<file path="src/rtl/control_unit.sv">
// control_unit
//   Multi-cycle sequencer for datapath_core. Steps FETCH -> EXEC (-> MEM for
//   loads) per instruction and produces the full datapath control word each
//   cycle from the state, the fetched instruction and the ALU status flags.
//   An undefined opcode either parks the sequencer in HALT until reset
//   (HALT_ON_UNDEF=1) or is skipped as a NOP (HALT_ON_UNDEF=0).
//
// Ports
//   clk     in   system clock, rising edge
//   rst     in   asynchronous active-low reset
//   IR      in   [31:0] instruction register contents
//   SF      in   [3:0]  ALU status {V,C,N,Z}
//   AS      out  RAM address select (1 = PC, 0 = ALU result)
//   DS      out  [1:0] data select (00 ALU, 01 store path, 11 RAM data)
//   PS      out  [1:0] PC op (00 hold, 01 PC+4, 10 PC+(K<<2))
//   PC_Sel  out  PC-relative source select
//   K_Sel   out  ALU B operand select (1 = K)
//   IL      out  instruction register load
//   SL      out  status register load
//   FS      out  [4:0] ALU function
//   C0      out  ALU carry-in
//   MW      out  memory write enable
//   RW      out  register file write enable
//   DA/SA/SB out [4:0] destination / A / B register addresses
//   K       out  [DATA_W-1:0] extended immediate
//   halted  out  high while in HALT
module control_unit #(
  parameter int DATA_W        = 64,
  parameter bit HALT_ON_UNDEF = 1'b1
) (
  input  logic              clk,
  input  logic              rst,
  input  logic [31:0]       IR,
  input  logic [3:0]        SF,
  output logic              AS,
  output logic [1:0]        DS,
  output logic [1:0]        PS,
  output logic              PC_Sel,
  output logic              K_Sel,
  output logic              IL,
  output logic              SL,
  output logic [4:0]        FS,
  output logic              C0,
  output logic              MW,
  output logic              RW,
  output logic [4:0]        DA,
  output logic [4:0]        SA,
  output logic [4:0]        SB,
  output logic [DATA_W-1:0] K,
  output logic              halted
);

  typedef enum logic [1:0] {FETCH, EXEC, MEM, HALT} state_t;

  localparam logic [4:0] FS_AND = 5'b00000;
  localparam logic [4:0] FS_ORR = 5'b00100;
  localparam logic [4:0] FS_ADD = 5'b01000;
  localparam logic [4:0] FS_SUB = 5'b01001;

  state_t state, state_next;

  // Instruction fields
  logic [4:0] rd, rn, rm;
  assign rd = IR[4:0];
  assign rn = IR[9:5];
  assign rm = IR[20:16];

  // Immediates: arithmetic (zero-ext), data transfer, branch, compare-branch
  logic [DATA_W-1:0] k_ari, k_dt, k_br, k_cb;
  assign k_ari = {{(DATA_W-12){1'b0}}, IR[21:10]};
  assign k_dt  = {{(DATA_W-9){IR[20]}}, IR[20:12]};
  assign k_br  = {{(DATA_W-26){IR[25]}}, IR[25:0]};
  assign k_cb  = {{(DATA_W-19){IR[23]}}, IR[23:5]};

  // Opcode decode
  logic is_addi, is_subi, is_add, is_sub, is_and, is_orr;
  logic is_stur, is_ldur, is_b, is_cbz, is_cbnz;
  assign is_addi = (IR[31:22] == 10'b1001000100);
  assign is_subi = (IR[31:22] == 10'b1101000100);
  assign is_add  = (IR[31:21] == 11'b10001011000);
  assign is_sub  = (IR[31:21] == 11'b11001011000);
  assign is_and  = (IR[31:21] == 11'b10001010000);
  assign is_orr  = (IR[31:21] == 11'b10101010000);
  assign is_stur = (IR[31:21] == 11'b11111000000);
  assign is_ldur = (IR[31:21] == 11'b11111000010);
  assign is_b    = (IR[31:26] == 6'b000101);
  assign is_cbz  = (IR[31:24] == 8'b10110100);
  assign is_cbnz = (IR[31:24] == 8'b10110101);

  // Only the zero flag steers the sequencer; V, C and N are ignored here.
  logic unused_flags;
  assign unused_flags = ^SF[3:1];

  always_ff @(posedge clk or negedge rst) begin
    if (!rst) state <= FETCH;
    else      state <= state_next;
  end

  always_comb begin
    AS = 1'b0; DS = 2'b00; PS = 2'b00; PC_Sel = 1'b0; K_Sel = 1'b0;
    IL = 1'b0; SL = 1'b0;  FS = FS_AND; C0 = 1'b0;    MW = 1'b0;
    RW = 1'b0; DA = 5'd0;  SA = 5'd0;  SB = 5'd0;     K = '0;
    halted = 1'b0;
    state_next = state;
    // Outputs are gated with rst so that no enable can fire while reset
    // is held, even though the control word is combinational.
    if (rst) begin
      case (state)
        FETCH: begin
          AS = 1'b1; DS = 2'b11; IL = 1'b1; PS = 2'b01;
          state_next = EXEC;
        end
        EXEC: begin
          state_next = FETCH;
          if (is_addi || is_subi) begin
            SA = rn; DA = rd; K = k_ari; K_Sel = 1'b1; RW = 1'b1;
            FS = is_subi ? FS_SUB : FS_ADD;
            C0 = is_subi;
            SL = is_subi;
          end else if (is_add || is_sub || is_and || is_orr) begin
            SA = rn; SB = rm; DA = rd; RW = 1'b1;
            if (is_add)      FS = FS_ADD;
            else if (is_sub) FS = FS_SUB;
            else if (is_orr) FS = FS_ORR;
            else             FS = FS_AND;
            C0 = is_sub;
            SL = is_sub;
          end else if (is_stur) begin
            SA = rn; SB = rd; K = k_dt; K_Sel = 1'b1; FS = FS_ADD;
            DS = 2'b01; MW = 1'b1;
          end else if (is_ldur) begin
            SA = rn; K = k_dt; K_Sel = 1'b1; FS = FS_ADD;
            state_next = MEM;
          end else if (is_b) begin
            K = k_br; PS = 2'b10;
          end else if (is_cbz || is_cbnz) begin
            SA = 5'd31; SB = rd; FS = FS_ADD; K = k_cb;
            // CBZ branches on Z set, CBNZ on Z clear.
            if (SF[0] == is_cbz) PS = 2'b10;
          end else begin
            state_next = HALT_ON_UNDEF ? HALT : FETCH;
          end
        end
        MEM: begin
          // Address operands held from the LDUR EXEC cycle.
          SA = rn; K = k_dt; K_Sel = 1'b1; FS = FS_ADD;
          DS = 2'b11; DA = rd; RW = 1'b1;
          state_next = FETCH;
        end
        HALT: begin
          halted = 1'b1;
          state_next = HALT;
        end
        default: state_next = FETCH;
      endcase
    end
  end

endmodule

</file>
<file path="config.mk">
export PLATFORM = sky130hd
export DESIGN_NAME = control_unit
export DESIGN_NICKNAME = d
export VERILOG_FILES = /design/src/rtl/control_unit.sv
export SDC_FILE = /design/constraint.sdc
export NUM_CORES = 1
export LEC_CHECK = 0
export CORE_MARGIN = 2
export CORE_UTILIZATION = 30
export DETAILED_ROUTE_END_ITERATION = 6
export GPL_TIMING_DRIVEN = 0
export PLACE_DENSITY = 0.78
export SLEW_MARGIN = 40
export SYNTH_ARGS = -nofsm -noshare
export SYNTH_HDL_FRONTEND = slang
export SYNTH_SLANG_ARGS = --single-unit
</file>
<file path="constraint.sdc">
create_clock -name clk -period 5.2 [get_ports clk]
set_clock_uncertainty 0.2 [all_clocks]
set_input_delay 0.78 -clock clk [delete_from_list [all_inputs] [get_ports clk]]
set_output_delay 0.78 -clock clk [all_outputs]
set_load 0.1 [all_outputs]
</file>
# Word-level counts from Yosys, hierarchy flattened
# Index checks and enable logic that the tools add are counted.
[word_totals]
ram_bits = 0
wordCells = 107
latchBits = 0
inputBits = 38
memories = 0
romBits = 0
ff_bits = 2
[op_classes]
n_mul = 0
eq_ne = 15
order_cmp = 0
add_sub_neg = 0
n_mux = 84
n_div = 0
shift = 0
bitwise = 0
reduce_logical = 7
[op_table]
columns = ["cell", "n"]
rows = [
  ["64-bit 2-to-1 mux", 7],
  ["64-bit one-hot mux with 2 select lines", 1],
  ["5-bit 2-to-1 mux", 21],
  ["11-bit == test, second input constant", 6],
  ["2-bit 2-to-1 mux", 15],
  ["5-bit one-hot mux with 2 select lines", 3],
  ["1-bit 2-to-1 mux", 25],
  ["4-bit 2-to-1 mux", 6],
  ["10-bit == test, second input constant", 2],
  ["8-bit == test, second input constant", 2],
  ["2-bit one-hot mux with 2 select lines", 2],
  ["2-bit one-hot mux with 4 select lines", 1],
  ["6-bit by 3-bit == test with 1-bit output, second input constant", 1],
  ["1-bit logical OR", 5],
  ["2-bit == test, second input constant", 2],
  ["1-bit one-hot mux with 2 select lines", 2],
  ["3-bit 2-to-1 mux", 1],
  ["2-bit by 1-bit == test with 1-bit output, second input constant", 1],
  ["2-bit zero test", 1],
  ["2-bit OR reduction", 1],
  ["1-bit == test", 1],
]

# Longest topological paths before layout
[depth]
depth_word = 11
mapped_depth = 7
depth_no_buf = 7

# Worst setup path before layout
# Ideal clock, no wire load.
[synth_path]
kind = "input-to-output"
startpoint = "in IR[27]"
endpoint = "out K[26]"
setup_slack_ns = -2.645
n_path_buf = 2
arrival_ns = 6.865
required_ns = 4.220
cell_stages = 6
path_cell_list = "or4b_1 -> nor3b_2 -> buf_2 -> a2bb2oi_1 -> o21ai_0 -> buf_4"
[synth_between]
elab_chain_len = 10
word_cells_on_any_way = 24
[synth_rtl]
columns = ["element", "line_no", "rtl"]
rows = [
  ["from (decl)", "33", "input logic [31:0] IR,"],
  ["8-bit == test, on equally long branches", "87, 88", ""],
  ["1-bit logical OR", "136", "end else if (is_cbz || is_cbnz) begin"],
  ["64-bit 2-to-1 mux", "136", ""],
  ["64-bit 2-to-1 mux", "134", "end else if (is_b) begin"],
  ["64-bit 2-to-1 mux", "131", "end else if (is_ldur) begin"],
  ["64-bit 2-to-1 mux", "128", "end else if (is_stur) begin"],
  ["64-bit 2-to-1 mux", "120", "end else if (is_add || is_sub || is_and || is_orr) begin"],
  ["64-bit 2-to-1 mux *", "115", "if (is_addi || is_subi) begin"],
  ["64-bit one-hot mux with 2 select lines *", "108", "case (state)"],
  ["64-bit 2-to-1 mux *", "107", "if (rst) begin"],
  ["to (decl)", "49", "output logic [DATA_W-1:0] K,"],
]
# Every way passes the cells marked *; elsewhere a longest branch is shown, timed or not.

# Worst setup path in the final report
[layout_path]
startpoint = "in IR[29]"
endpoint = "out K[57]"
# Same word-level chain as after synthesis.

==> run summary <==
The count of final hold-check violations came out at 0. The kind of capture point of the worst setup path was an output pin. Setup repair after global routing left no endpoint under its margin. The floorplan step set the die width to 77.95 um.

The worst register-to-register path has a depth of 6. STA puts the critical path data arrival time at 3.89 ns. The total number of vias is 2345, and the fraction of final layout cells sized beyond drive strength 1 is 44.62%. The final critical-path share of the clock period works out to 93.73%. Dividing total power by cell area gives a power density of 379.6 mW/mm^2. Once detail routing completed, the nets flagged for antenna violations numbered 0. The antenna cell count was 0; the worst hold path stage count was 2.

The overall die area is 0.006075 sq mm. The total clock buffers created by CTS is 3, and the total detailed-routing wirelength is 7054 um. The count of non-filler cells in the finished layout came out at 442. Sequential elements use 3.051% of the synthesized area. The leakage power is 0.001328 uW, and the worst supply voltage drop on vdd is 0.2110 mV.

The number of design rule violations left after detail routing is 2, and the number of setup buffers added after CTS is 0. The average instance in the mapped netlist occupies 6.892 sq um. The number of synthesis warnings was 0.

The logs give 0.9444 for the placer congestion estimate and 0 for the count of final max-slew check failures. For flop-to-flop paths, the worst setup slack is 3.15 ns. Max-cap violations in this run came to 0.

Setup violations remaining at the end of the flow were counted as 0. The placed instances occupy a cell area of 0.002575 sq mm. The relative max-transition margin came out at 59.73%.

The number of antenna violations at the first check in global routing came out at 0. state holds more flip-flops than any other register. In the synthesized netlist, the number of instances is 238. TritonCTS built the clock tree. The leading cell type in the layout, fill and taps excluded is sky130_fd_sc_hd__buf_2. The tools report the sort of element at the start of the critical path as an input pin. The area growth from synthesis to final layout was 60.87%; the clock-pin slew on the worst setup and hold paths was 0.03 ns. The library cells used most frequently in the layout, excluding fill and tap cells, are 99 x sky130_fd_sc_hd__buf_2, 43 x sky130_fd_sc_hd__buf_4, 34 x sky130_fd_sc_hd__clkdlybuf4s50_1, 24 x sky130_fd_sc_hd__nor2_1, 17 x sky130_fd_sc_hd__a22oi_1. The final layout net count came out at 417. The tools report the CTS sink count as 2. Row generation in the floorplan step produced 26 rows. The flip-flop count of the largest register after layout works out to 2.

In this run the cell area of the synthesized design comes to 0.001640 sq mm. The global-route congestion overflow total is 0, and the placed cell count is 438. Along the worst path, the maximum fanout reaches 20. The insertion delay of the later-clocked pin in the worst-skew pair was 0.21 ns. The critical path class was in2out. The per-cell routed wire length works out to 15.96 um. The region available for standard cell placement spans 0.005205 sq mm. The tools report the H-tree depth as 1.

The initial utilization of the core area, before any placement, comes to 31.51%. The first global-routing pass estimated 10880 um of wire. Initial detailed-routing violation count: 450. The count of flip-flops with a built-in enable after synthesis came out at 0.

The checks that failed: DRC. The path class of the lowest-slack min-delay path was reg2reg. Counting along the longest clock path gives a buffer depth of 2. The clock period could shrink to 4.874 ns. Pin count of the biggest net entering global routing: 21. The tools report the via count of the first global-routing pass as 2106. The total I/O pin count came out at 135.

The count of buffers inserted at the top-level ports is 128, and the total half-perimeter wirelength after legalization and detailed placement is 5556 um. Required time of the critical path: 4.22 ns. The largest registers in the layout are state (2).

The number of synthesized register bits came out at 2. The post-layout instance area was 0.002639 sq mm. The first detailed-routing pass ran for 7 iterations.

In this run the vertical extent of the chip is 77.95 um. The async set-or-reset flop fraction in the synthesized netlist works out to 100.0%. The number of vias per cell came out at 5.305. Global routing used 21.56% of the available tracks.

The most used flip-flop cell after synthesis is sky130_fd_sc_hd__dfrtp_1. Counting distinct cell types in the post-synthesis netlist gives 52. For the pin with the worst max-slew slack, the measured transition is 0.6023 ns. Measured on the finished design, the core utilization comes to 50.70%.

The clock tree root driver cell was sky130_fd_sc_hd__clkbuf_8. The run finished, with violations left. For this run, the top clock speed supported by timing is 205.2 MHz.
per-layer routing:
layer / GRT usage (%) / share of wire, % / vias to the layer above
met2: 36.55 / 49 / 153
met1: 27.49 / 39 / 1046
met3: 4.651 / 11 / 14
met5: 0 / 0 / -
met4: 5.789 / 1.6 / 0
li1: - / - / 1132
worst max-delay path: stages:
cell	delay, ns
sky130_fd_sc_hd__clkdlybuf4s50_1	0.50
sky130_fd_sc_hd__or4b_1	0.60
sky130_fd_sc_hd__nor3b_4	0.42
sky130_fd_sc_hd__buf_2	0.30
sky130_fd_sc_hd__a2bb2oi_1	0.20
sky130_fd_sc_hd__o21ai_4	0.48
sky130_fd_sc_hd__buf_4	0.19
sky130_fd_sc_hd__buf_2	0.42
Yosys cell counts, drive strengths merged, types with 2 or more instances:
cell | n | area, sq um
and2 | 8 | 50.05
a22o | 5 | 43.79
nor4 | 2 | 12.51
a21oi | 15 | 86.34
nor2 | 24 | 90.09
a2bb2oi | 6 | 52.55
nand2 | 7 | 26.28
nand3b | 2 | 15.01
nor2b | 2 | 12.51
a222oi | 11 | 110.1
a31oi | 2 | 12.51
dfrtp | 2 | 50.05
nand3 | 8 | 45.04
inv | 5 | 18.77
nor3b | 3 | 38.79
o21ai | 20 | 100.1
and3 | 2 | 12.51
nand2b | 5 | 31.28
clkbuf | 8 | 30.03
nor3 | 3 | 20.02
buf | 49 | 359.1
ha | 5 | 62.56
a22oi | 17 | 127.6
o21a | 3 | 22.52
or4b | 2 | 20.02
a31o | 4 | 35.03
a221oi | 2 | 23.77
cell families after synthesis:
group / Yosys count / synth area share [%]
compound gates: 90 / 39.97
xor+xnor: 1 / 0.5340
fa+ha+maj: 5 / 3.814
buf+inv: 62 / 24.87
flops: 2 / 3.051
mux: 1 / 0.6865
other cells: 1 / 0.2286
simple gates: 76 / 26.85
metrics by stage:
step           total power, uW  hold slack [ns]  TNS (ns)  worst slack (ns)
6_report                  1002           0.3953         0            0.3258
4_1_cts                  996.3           0.3943         0           0.05899
3_5_place_dp             931.2           0.3871         0           0.02236
5_1_grt                   1043           0.4503         0            0.1008
2_1_floorplan            774.2           0.2844         0           0.05128
3_3_place_gp             990.1           0.3572    -41.00            -1.068
final timing paths:
kind,from,end
max,IR[29],K[57]
max reg2reg,state[1]$_DFFE_PN0P_,state[1]$_DFFE_PN0P_
min in group asynchronous,rst,state[0]$_DFFE_PN0P_
min,state[1]$_DFFE_PN0P_,state[1]$_DFFE_PN0P_
max in group asynchronous,rst,state[1]$_DFFE_PN0P_
min reg2reg,state[1]$_DFFE_PN0P_,state[1]$_DFFE_PN0P_
cell type report:
cell class	count	area, sq um
Timing Repair Buffer	128	810.8
Sequential cell	2	50.05
Clock buffer	3	41.29
Tap cell	70	87.58
Buffer	57	389.1
Fill cell	556	2566
Inverter	5	18.77
Multi-Input combinational cell	177	1241
timing repair:
action,4_1_cts,5_1_grt
setup endpoints to repair,2,19
gates resized for setup,0,2
pin swaps,1,0
gates cloned,1,0
hold buffers,0,0
power by group:
part	total [uW]	internal, uW	switching, uW
Combinational	908	183	725
Sequential	32.9	23.3	9.63
Clock	61.1	49.0	12.2
Power figures use the tool's default switching activity.
